$ cat config.mk
export PLATFORM = sky130hd
export DESIGN_NAME = id_ex_stage
export DESIGN_NICKNAME = d
export VERILOG_FILES = /design/src/rtl/id_ex_stage.sv
export SDC_FILE = /design/constraint.sdc
export NUM_CORES = 1
export LEC_CHECK = 0
export CAP_MARGIN = 10
export CORE_MARGIN = 1.5
export CORE_UTILIZATION = 30
export CTS_BUF_LIST = sky130_fd_sc_hd__clkbuf_4 sky130_fd_sc_hd__clkbuf_8
export CTS_CLUSTER_DIAMETER = 120
export DETAILED_ROUTE_END_ITERATION = 10
export PLACE_DENSITY = 0.65
export SETUP_SLACK_MARGIN = 0.15
export SLEW_MARGIN = 25
export SYNTH_ARGS = -nofsm -noshare
export SYNTH_HDL_FRONTEND = slang
export SYNTH_SLANG_ARGS = --single-unit
$ cat constraint.sdc
create_clock -name clk -period 2.4 [get_ports clk]
set_input_delay 0.48 -clock clk [delete_from_list [all_inputs] [get_ports clk]]
set_output_delay 0.48 -clock clk [all_outputs]
set_load 0.005 [all_outputs]
$ cat src/rtl/id_ex_stage.sv
// -----------------------------------------------------------------------------
// id_ex_stage
// ID/EX pipeline register of the 5-stage MIPS core with load-use hazard
// detection. Decoded control, operands and register specifiers are captured
// from the decode stage on every rising edge and presented to the execute
// stage one cycle later. ex_alu_op and ex_funct feed the ALU control decoder.
//
// Ports:
//   clk, reset          rising-edge clock, synchronous active-high reset
//   flush               branch taken: the instruction entering EX is killed
//   hold                global freeze: every register keeps its value
//   id_*                decoded instruction fields from the decode stage
//   ex_*                registered copies of id_* presented to execute
//   ex_valid            1 = EX holds a real instruction, 0 = bubble
//   stall               combinational; freezes the PC and the IF/ID register
//   stall_count         saturating count of load-use bubbles inserted
// -----------------------------------------------------------------------------
module id_ex_stage #(
   parameter int DATA_W = 32,
   parameter int CNT_W  = 16
) (
   input  logic              clk,
   input  logic              reset,
   input  logic              flush,
   input  logic              hold,
   input  logic [1:0]        id_alu_op,
   input  logic [5:0]        id_funct,
   input  logic              id_reg_dst,
   input  logic              id_alu_src,
   input  logic              id_mem_read,
   input  logic              id_mem_write,
   input  logic              id_mem_to_reg,
   input  logic              id_reg_write,
   input  logic              id_branch,
   input  logic [DATA_W-1:0] id_rd1,
   input  logic [DATA_W-1:0] id_rd2,
   input  logic [DATA_W-1:0] id_imm,
   input  logic [DATA_W-1:0] id_pc4,
   input  logic [4:0]        id_rs,
   input  logic [4:0]        id_rt,
   input  logic [4:0]        id_rd,
   output logic [1:0]        ex_alu_op,
   output logic [5:0]        ex_funct,
   output logic              ex_reg_dst,
   output logic              ex_alu_src,
   output logic              ex_mem_read,
   output logic              ex_mem_write,
   output logic              ex_mem_to_reg,
   output logic              ex_reg_write,
   output logic              ex_branch,
   output logic [DATA_W-1:0] ex_rd1,
   output logic [DATA_W-1:0] ex_rd2,
   output logic [DATA_W-1:0] ex_imm,
   output logic [DATA_W-1:0] ex_pc4,
   output logic [4:0]        ex_rs,
   output logic [4:0]        ex_rt,
   output logic [4:0]        ex_rd,
   output logic              ex_valid,
   output logic              stall,
   output logic [CNT_W-1:0]  stall_count
);

   logic haz;
   logic load_bubble;
   logic cnt_sat;

   // A load in EX whose destination is read by the instruction in ID.
   // $zero is never a real dependency, and a bubble has ex_mem_read=0 so it
   // can never retrigger the hazard on the following cycle.
   always_comb begin
      haz = ex_valid & ex_mem_read & (ex_rt != 5'd0)
            & ((ex_rt == id_rs) | (ex_rt == id_rt));
   end

   // hold deliberately does not mask stall: the front end must stay frozen
   // for as long as the load-use condition is pending.
   assign stall   = haz & ~flush & ~reset;
   assign cnt_sat = &stall_count;

   // flush and a hazard both produce a bubble; only the hazard path counts it.
   assign load_bubble = flush | haz;

   // Pipeline register update. Priority: reset, flush, hold, hazard, load.
   always_ff @(posedge clk) begin
      if (reset) begin
         ex_alu_op     <= 2'b00;
         ex_funct      <= 6'b000000;
         ex_reg_dst    <= 1'b0;
         ex_alu_src    <= 1'b0;
         ex_mem_read   <= 1'b0;
         ex_mem_write  <= 1'b0;
         ex_mem_to_reg <= 1'b0;
         ex_reg_write  <= 1'b0;
         ex_branch     <= 1'b0;
         ex_rd1        <= '0;
         ex_rd2        <= '0;
         ex_imm        <= '0;
         ex_pc4        <= '0;
         ex_rs         <= 5'd0;
         ex_rt         <= 5'd0;
         ex_rd         <= 5'd0;
         ex_valid      <= 1'b0;
         stall_count   <= '0;
      end else if (flush || (!hold && load_bubble)) begin
         ex_alu_op     <= 2'b00;
         ex_funct      <= 6'b000000;
         ex_reg_dst    <= 1'b0;
         ex_alu_src    <= 1'b0;
         ex_mem_read   <= 1'b0;
         ex_mem_write  <= 1'b0;
         ex_mem_to_reg <= 1'b0;
         ex_reg_write  <= 1'b0;
         ex_branch     <= 1'b0;
         ex_rd1        <= '0;
         ex_rd2        <= '0;
         ex_imm        <= '0;
         ex_pc4        <= '0;
         ex_rs         <= 5'd0;
         ex_rt         <= 5'd0;
         ex_rd         <= 5'd0;
         ex_valid      <= 1'b0;
         // Only a genuine load-use bubble is counted, never a flush.
         if (!flush && !cnt_sat) begin
            stall_count <= stall_count + {{(CNT_W-1){1'b0}}, 1'b1};
         end
      end else if (!hold) begin
         ex_alu_op     <= id_alu_op;
         ex_funct      <= id_funct;
         ex_reg_dst    <= id_reg_dst;
         ex_alu_src    <= id_alu_src;
         ex_mem_read   <= id_mem_read;
         ex_mem_write  <= id_mem_write;
         ex_mem_to_reg <= id_mem_to_reg;
         ex_reg_write  <= id_reg_write;
         ex_branch     <= id_branch;
         ex_rd1        <= id_rd1;
         ex_rd2        <= id_rd2;
         ex_imm        <= id_imm;
         ex_pc4        <= id_pc4;
         ex_rs         <= id_rs;
         ex_rt         <= id_rt;
         ex_rd         <= id_rd;
         ex_valid      <= 1'b1;
      end
   end

endmodule

Word level (Yosys, flattened, before mapping) --
Index checks and enable logic that the tools add are counted.
Storage, ports and cells: word-level logic and storage cells 40, input bits 162, register bits 175, output and inout bits 176
Cells by class: add/sub/neg operators 1, eq/ne operators 2, reduce and logical (&&, ||, !) cells 10, bitwise logic cells 9
Operator list (count):
- 16-bit by 1-bit adder with 16-bit output, second input constant | 1
- 16-bit AND reduction | 1
- 5-bit == test | 2
- 1-bit bitwise AND | 5
- 5-bit nonzero test | 1
- 1-bit logical NOT | 3
- 1-bit logical AND | 2
- 1-bit inverter | 2
- 1-bit OR | 2
- 2-bit AND reduction | 1
- 2-bit OR reduction | 1
- 1-bit logical OR | 1

Logic depth before layout (Yosys ltp) --
depth after elaboration 7, depth in mapped cells 9, mapped depth without buffers 7

Least setup slack after synthesis --
Ideal clock, no wire load.
path kind input to output, from in id_rt[4], to out stall, data required time 1.920 ns, slack 0.176 ns, stages 8, arrival 1.744 ns, path buffers 3, cells stage by stage xor2_1 -> nor3_1 -> a22oi_2 -> or2_1 -> clkbuf_2 -> buf_2 -> buf_4 -> nor2_1
Between the ends: longest elaborated chain between the ends 5
Ends and longest elaborated chain:
- start: declaration | RTL line 40 | input logic [4:0] id_rt,
- 5-bit == test | RTL line 72 | & ((ex_rt == id_rs) | (ex_rt == id_rt));
- 1-bit OR | RTL line 72
- 1-bit bitwise AND | RTL line 72
- 1-bit bitwise AND (2 in a row) | RTL line 77 | assign stall = haz & ~flush & ~reset;
- end: declaration | RTL line 59 | output logic stall,
No other way between the ends.

Worst setup path in the final report --
from reg ex_rt[3], to out stall
Between the ends: longest elaborated chain between the ends 5, elaborated cells on any way between the ends 8, those cells by class eq/ne: 2; bitwise: 5; reduce/logical: 1
Ends and longest elaborated chain:
- start: declaration | RTL line 56 | output logic [4:0] ex_rt,
- start signal: assignment | RTL line 141 | ex_rt <= id_rt;
- 5-bit == test / 5-bit nonzero test (equally long branches) | RTL line 72, 71
- 1-bit OR / 1-bit bitwise AND (equally long branches) | RTL line 72, 71
- 1-bit bitwise AND (*) | RTL line 72
- 1-bit bitwise AND (*) (2 in a row) | RTL line 77
Mark *: on every way between the ends. The rest lies on a longest branch, timed or not.

==> out/metrics.json <==
{
  "status": {"value": "finished with violations"},
  "failed_checks": {"value": "negative setup slack"},
  "timing.critical_path.cells": {"value": "buf_6 -> xor2_2 -> nor3_2 -> a22oi_2 -> or2_4 -> nor2_4 -> buf_2"},
  "setup_viol": {"value": 1},
  "synth_edf_count": {"value": 0},
  "endpoint_kind": {"value": "primary output"},
  "synthSimpleGateAreaFrac": {"value": 30.5, "unit": "%"},
  "cts-hold-fix-buffers": {"value": 0},
  "clkSinkCount": {"value": 175},
  "boundaryPins": {"value": 338},
  "io_buffers": {"value": 337},
  "hold_violation_count_in_the_final_report": {"value": 0},
  "grt_pass1_wl": {"value": 34.7, "unit": "mm"},
  "grt_max_degree": {"value": 319},
  "total_of_max_cap_violations": {"value": 0},
  "final_cells": {"value": 1487},
  "place.detailed.hpwl": {"value": 14.6, "unit": "mm"},
  "post_synth_xor_area_fraction": {"value": 1.73, "unit": "%"},
  "grt_usage": {"value": 17.8, "unit": "%"},
  "layout_worst_path_cycle_share": {"value": 100, "unit": "%"},
  "final_area": {"value": 11700, "unit": "sq um"},
  "gr-total-overflow": {"value": 0},
  "synth_cell_type_count": {"value": 36},
  "design.die.area": {"value": 24600, "unit": "sq um"},
  "grt_antenna_before_repair": {"value": 0},
  "synth_flop_cell": {"value": "sky130_fd_sc_hd__dfxtp_1"},
  "cpMaxStageDelayCell": {"value": "sky130_fd_sc_hd__dfxtp_2"},
  "maxSlewHeadroom": {"value": 56.2, "unit": "%"},
  "detailed_place.area": {"value": 10700, "unit": "sq um"},
  "syn2layout_area_growth": {"value": 64.1, "unit": "%"},
  "synth-compound-area-share": {"value": 12.3, "unit": "%"},
  "firstDrtPassIters": {"value": 4},
  "netlist_area": {"value": 7100, "unit": "sq um"},
  "worst-path-max-fanout": {"value": 3},
  "max_freq": {"value": 0.416, "unit": "GHz"},
  "rsz0062_at_grt": {"value": "true"},
  "cell_types_occupying_the_most_area_after_synthesis": {"value": "sky130_fd_sc_hd__dfxtp_1 49%, sky130_fd_sc_hd__nand3b_1 17%, sky130_fd_sc_hd__a21oi_1 11%"},
  "insertion_delay": {"value": 0.46, "unit": "ns"},
  "design_power_total": {"value": 5.86, "unit": "mW"},
  "detail_route.drc_violations": {"value": 0},
  "die_height": {"value": 157, "unit": "um"},
  "post_synthesis_cell_count": {"value": 829},
  "final.min_clock_period": {"value": 2.40, "unit": "ns"},
  "tritoncts": {"value": "built"},
  "yosys_warnings": {"value": 0},
  "critical_path_class": {"value": "flop to primary output"},
  "post-synth-top-area-fraction": {"value": 49.3, "unit": "%"},
  "crit_required": {"value": 1.92, "unit": "ns"},
  "cts-buffers-inserted": {"value": 17},
  "gp_congestion": {"value": 0.752},
  "drv_slew": {"value": 0},
  "synth-seq-area-share": {"value": 49.3, "unit": "%"},
  "num_vias": {"value": 6989},
  "cellPowerDensity": {"value": 503, "unit": "nW/um^2"},
  "antenna-diode-count": {"value": 0},
  "final_net_count": {"value": 1318},
  "final.hold.worst_slack": {"value": 0.383, "unit": "ns"},
  "clock-root-buffer": {"value": "sky130_fd_sc_hd__clkbuf_8"},
  "htreeDepth": {"value": 4},
  "design.core.area": {"value": 23300, "unit": "sq um"},
  "detail_route.wirelength": {"value": 24.3, "unit": "mm"},
  "hp-class": {"value": "input port to flop"},
  "slowest_delay": {"value": 0.35, "unit": "ns"},
  "initialDrtViolationCount": {"value": 450},
  "clk_pin_slew_worst_paths": {"value": 0.11, "unit": "ns"},
  "cell_taking_the_most_area_after_synthesis": {"value": "sky130_fd_sc_hd__dfxtp_1"},
  "finalSetupTns": {"value": -0.00381, "unit": "ns"},
  "placement_rows": {"value": 56},
  "antenna_left": {"value": 0},
  "yosys_register_bits": {"value": 175},
  "max_root_sink_buffers": {"value": 2},
  "worst_ep_arrival_time": {"value": 1.92, "unit": "ns"},
  "drive_above_1_share": {"value": 9.93, "unit": "%"},
  "worst_slack": {"value": -0.00381, "unit": "ns"},
  "placed_cells": {"value": 1434},
  "fp.dieW": {"value": 157, "unit": "um"},
  "worst-slew-pin-transition": {"value": 0.657, "unit": "ns"},
  "startpoint_type": {"value": "flop"},
  "syn-mean-instance-area": {"value": 8.57, "unit": "sq um"},
  "start_util": {"value": 30.4, "unit": "%"},
  "grt_pass1_vias": {"value": 6415},
  "power.static_leakage": {"value": 4.06, "unit": "nW"},
  "final.setup_skew": {"value": 0.0230, "unit": "ns"},
  "routed_wire_length_per_instance": {"value": 16.3, "unit": "um"},
  "ir_drop": {"value": 0.316, "unit": "mV"},
  "dominant_combinational_cell_family_by_area_after_synthesis": {"value": "simple AND/OR/NAND/NOR gates"},
  "synth_async_sr_flop_share": {"value": 0, "unit": "%"},
  "routed_vias_inst": {"value": 4.70},
  "synth_nets": {"value": 992},
  "synth_fa_ha_area_share": {"value": 0.176, "unit": "%"},
  "multiplexer_share_of_the_synthesized_area": {"value": 1.09, "unit": "%"}
}
==> worst max-delay path: cells and delay by family, from the launching register on <==
family,cells,cell delay (ns)
AO/OA/AOI/OAI,1,0.13
buffers and inverters,2,0.24
XOR/XNOR,1,0.14
AND/OR/NAND/NOR,3,0.62
flip-flops,1,0.35
==> timing repair <==
action / in CTS / in global routing
endpoints found under the setup margin: 153 / 98
gates resized for setup: 29 / 19
cloned: 3 / 7
pin swaps: 22 / 60
buffers inserted: 3 / 7
==> final cells by class <==
class | count | area (sq um)
clock buffer | 19 | 255
sequential | 175 | 3510
multi-input combinational | 578 | 3340
fill | 2244 | 11700
clock inverter | 13 | 121
timing repair buffer | 381 | 4030
tap | 319 | 399
inverter | 2 | 7.51
==> per-stage QoR <==
stage	util [%]	setup slack (ns)
4_1_cts	48.4	-0.0266
3_5_place_dp	46.0	-0.876
2_1_floorplan	-	0.176
3_3_place_gp	46.0	-0.863
6_report	49.9	-0.00381
5_1_grt	49.9	-0.0714
==> synthesized netlist by cell type (2+ instances only) <==
cell	instances
sky130_fd_sc_hd__nand3_1	6
sky130_fd_sc_hd__clkbuf_1	55
sky130_fd_sc_hd__nor2b_1	8
sky130_fd_sc_hd__or2_2	3
sky130_fd_sc_hd__o31ai_1	2
sky130_fd_sc_hd__or2_1	2
sky130_fd_sc_hd__inv_1	2
sky130_fd_sc_hd__dfxtp_1	175
sky130_fd_sc_hd__nand4_1	7
sky130_fd_sc_hd__mux2_2	6
sky130_fd_sc_hd__nor3_1	5
sky130_fd_sc_hd__nand2_1	162
sky130_fd_sc_hd__xor2_1	10
sky130_fd_sc_hd__buf_2	2
sky130_fd_sc_hd__and3_1	2
sky130_fd_sc_hd__or4_1	4
sky130_fd_sc_hd__xnor2_1	4
sky130_fd_sc_hd__buf_4	16
sky130_fd_sc_hd__a21oi_1	162
sky130_fd_sc_hd__nand3b_1	158
sky130_fd_sc_hd__nor2_1	22
sky130_fd_sc_hd__nor4_1	2
==> path summary, 6_finish.rpt <==
check / start / end / slack [ns] / cells after the start
setup / recovery: ex_rt[3] / stall / -0.004 / 7
setup reg to reg: ex_rt[3] / stall_count[15] / 0.11 / 10
hold reg to reg: ex_pc4[17] / ex_pc4[17] / 0.46 / 2
hold / removal: id_rt[0] / ex_rt[0] / 0.38 / 3
==> cells in the final DEF, fill, tap and decap left out, types with 9 or more instances in the layout <==
cell type	netlist	layout
sky130_fd_sc_hd__xor2_1	10	9
sky130_fd_sc_hd__clkbuf_8	0	18
sky130_fd_sc_hd__nand3b_1	158	158
sky130_fd_sc_hd__buf_4	16	21
sky130_fd_sc_hd__a21oi_1	162	150
sky130_fd_sc_hd__a21oi_2	0	12
sky130_fd_sc_hd__nand2_1	162	162
sky130_fd_sc_hd__clkdlybuf4s50_1	0	332
sky130_fd_sc_hd__nor2_1	22	20
sky130_fd_sc_hd__dfxtp_1	175	172
==> cell families (layout without fill, tap and decap cells) <==
kind of cell | after synthesis | in the layout
buf+inv | 76 | 415
xor+xnor | 14 | 14
fa+ha+maj | 1 | 1
simple gates | 387 | 387
compound gates | 169 | 169
mux | 7 | 7
flops | 175 | 175
==> power by group <==
group | switching (mW) | total (mW) | internal (mW)
clock network | 1.21 | 2.01 | 0.799
registers | 0.0439 | 3.03 | 2.99
logic | 0.306 | 0.815 | 0.509
==> per-layer routing <==
metal | share of wire (%) | vias up | GRT usage, %
li1 | - | 3478 | -
met1 | 42 | 3251 | 21.4
met2 | 47 | 245 | 29.3
met3 | 9.4 | 15 | 6.98
met4 | 1.1 | 0 | 5.08
met5 | 0 | - | 0
(Power assumes the default switching activity.)
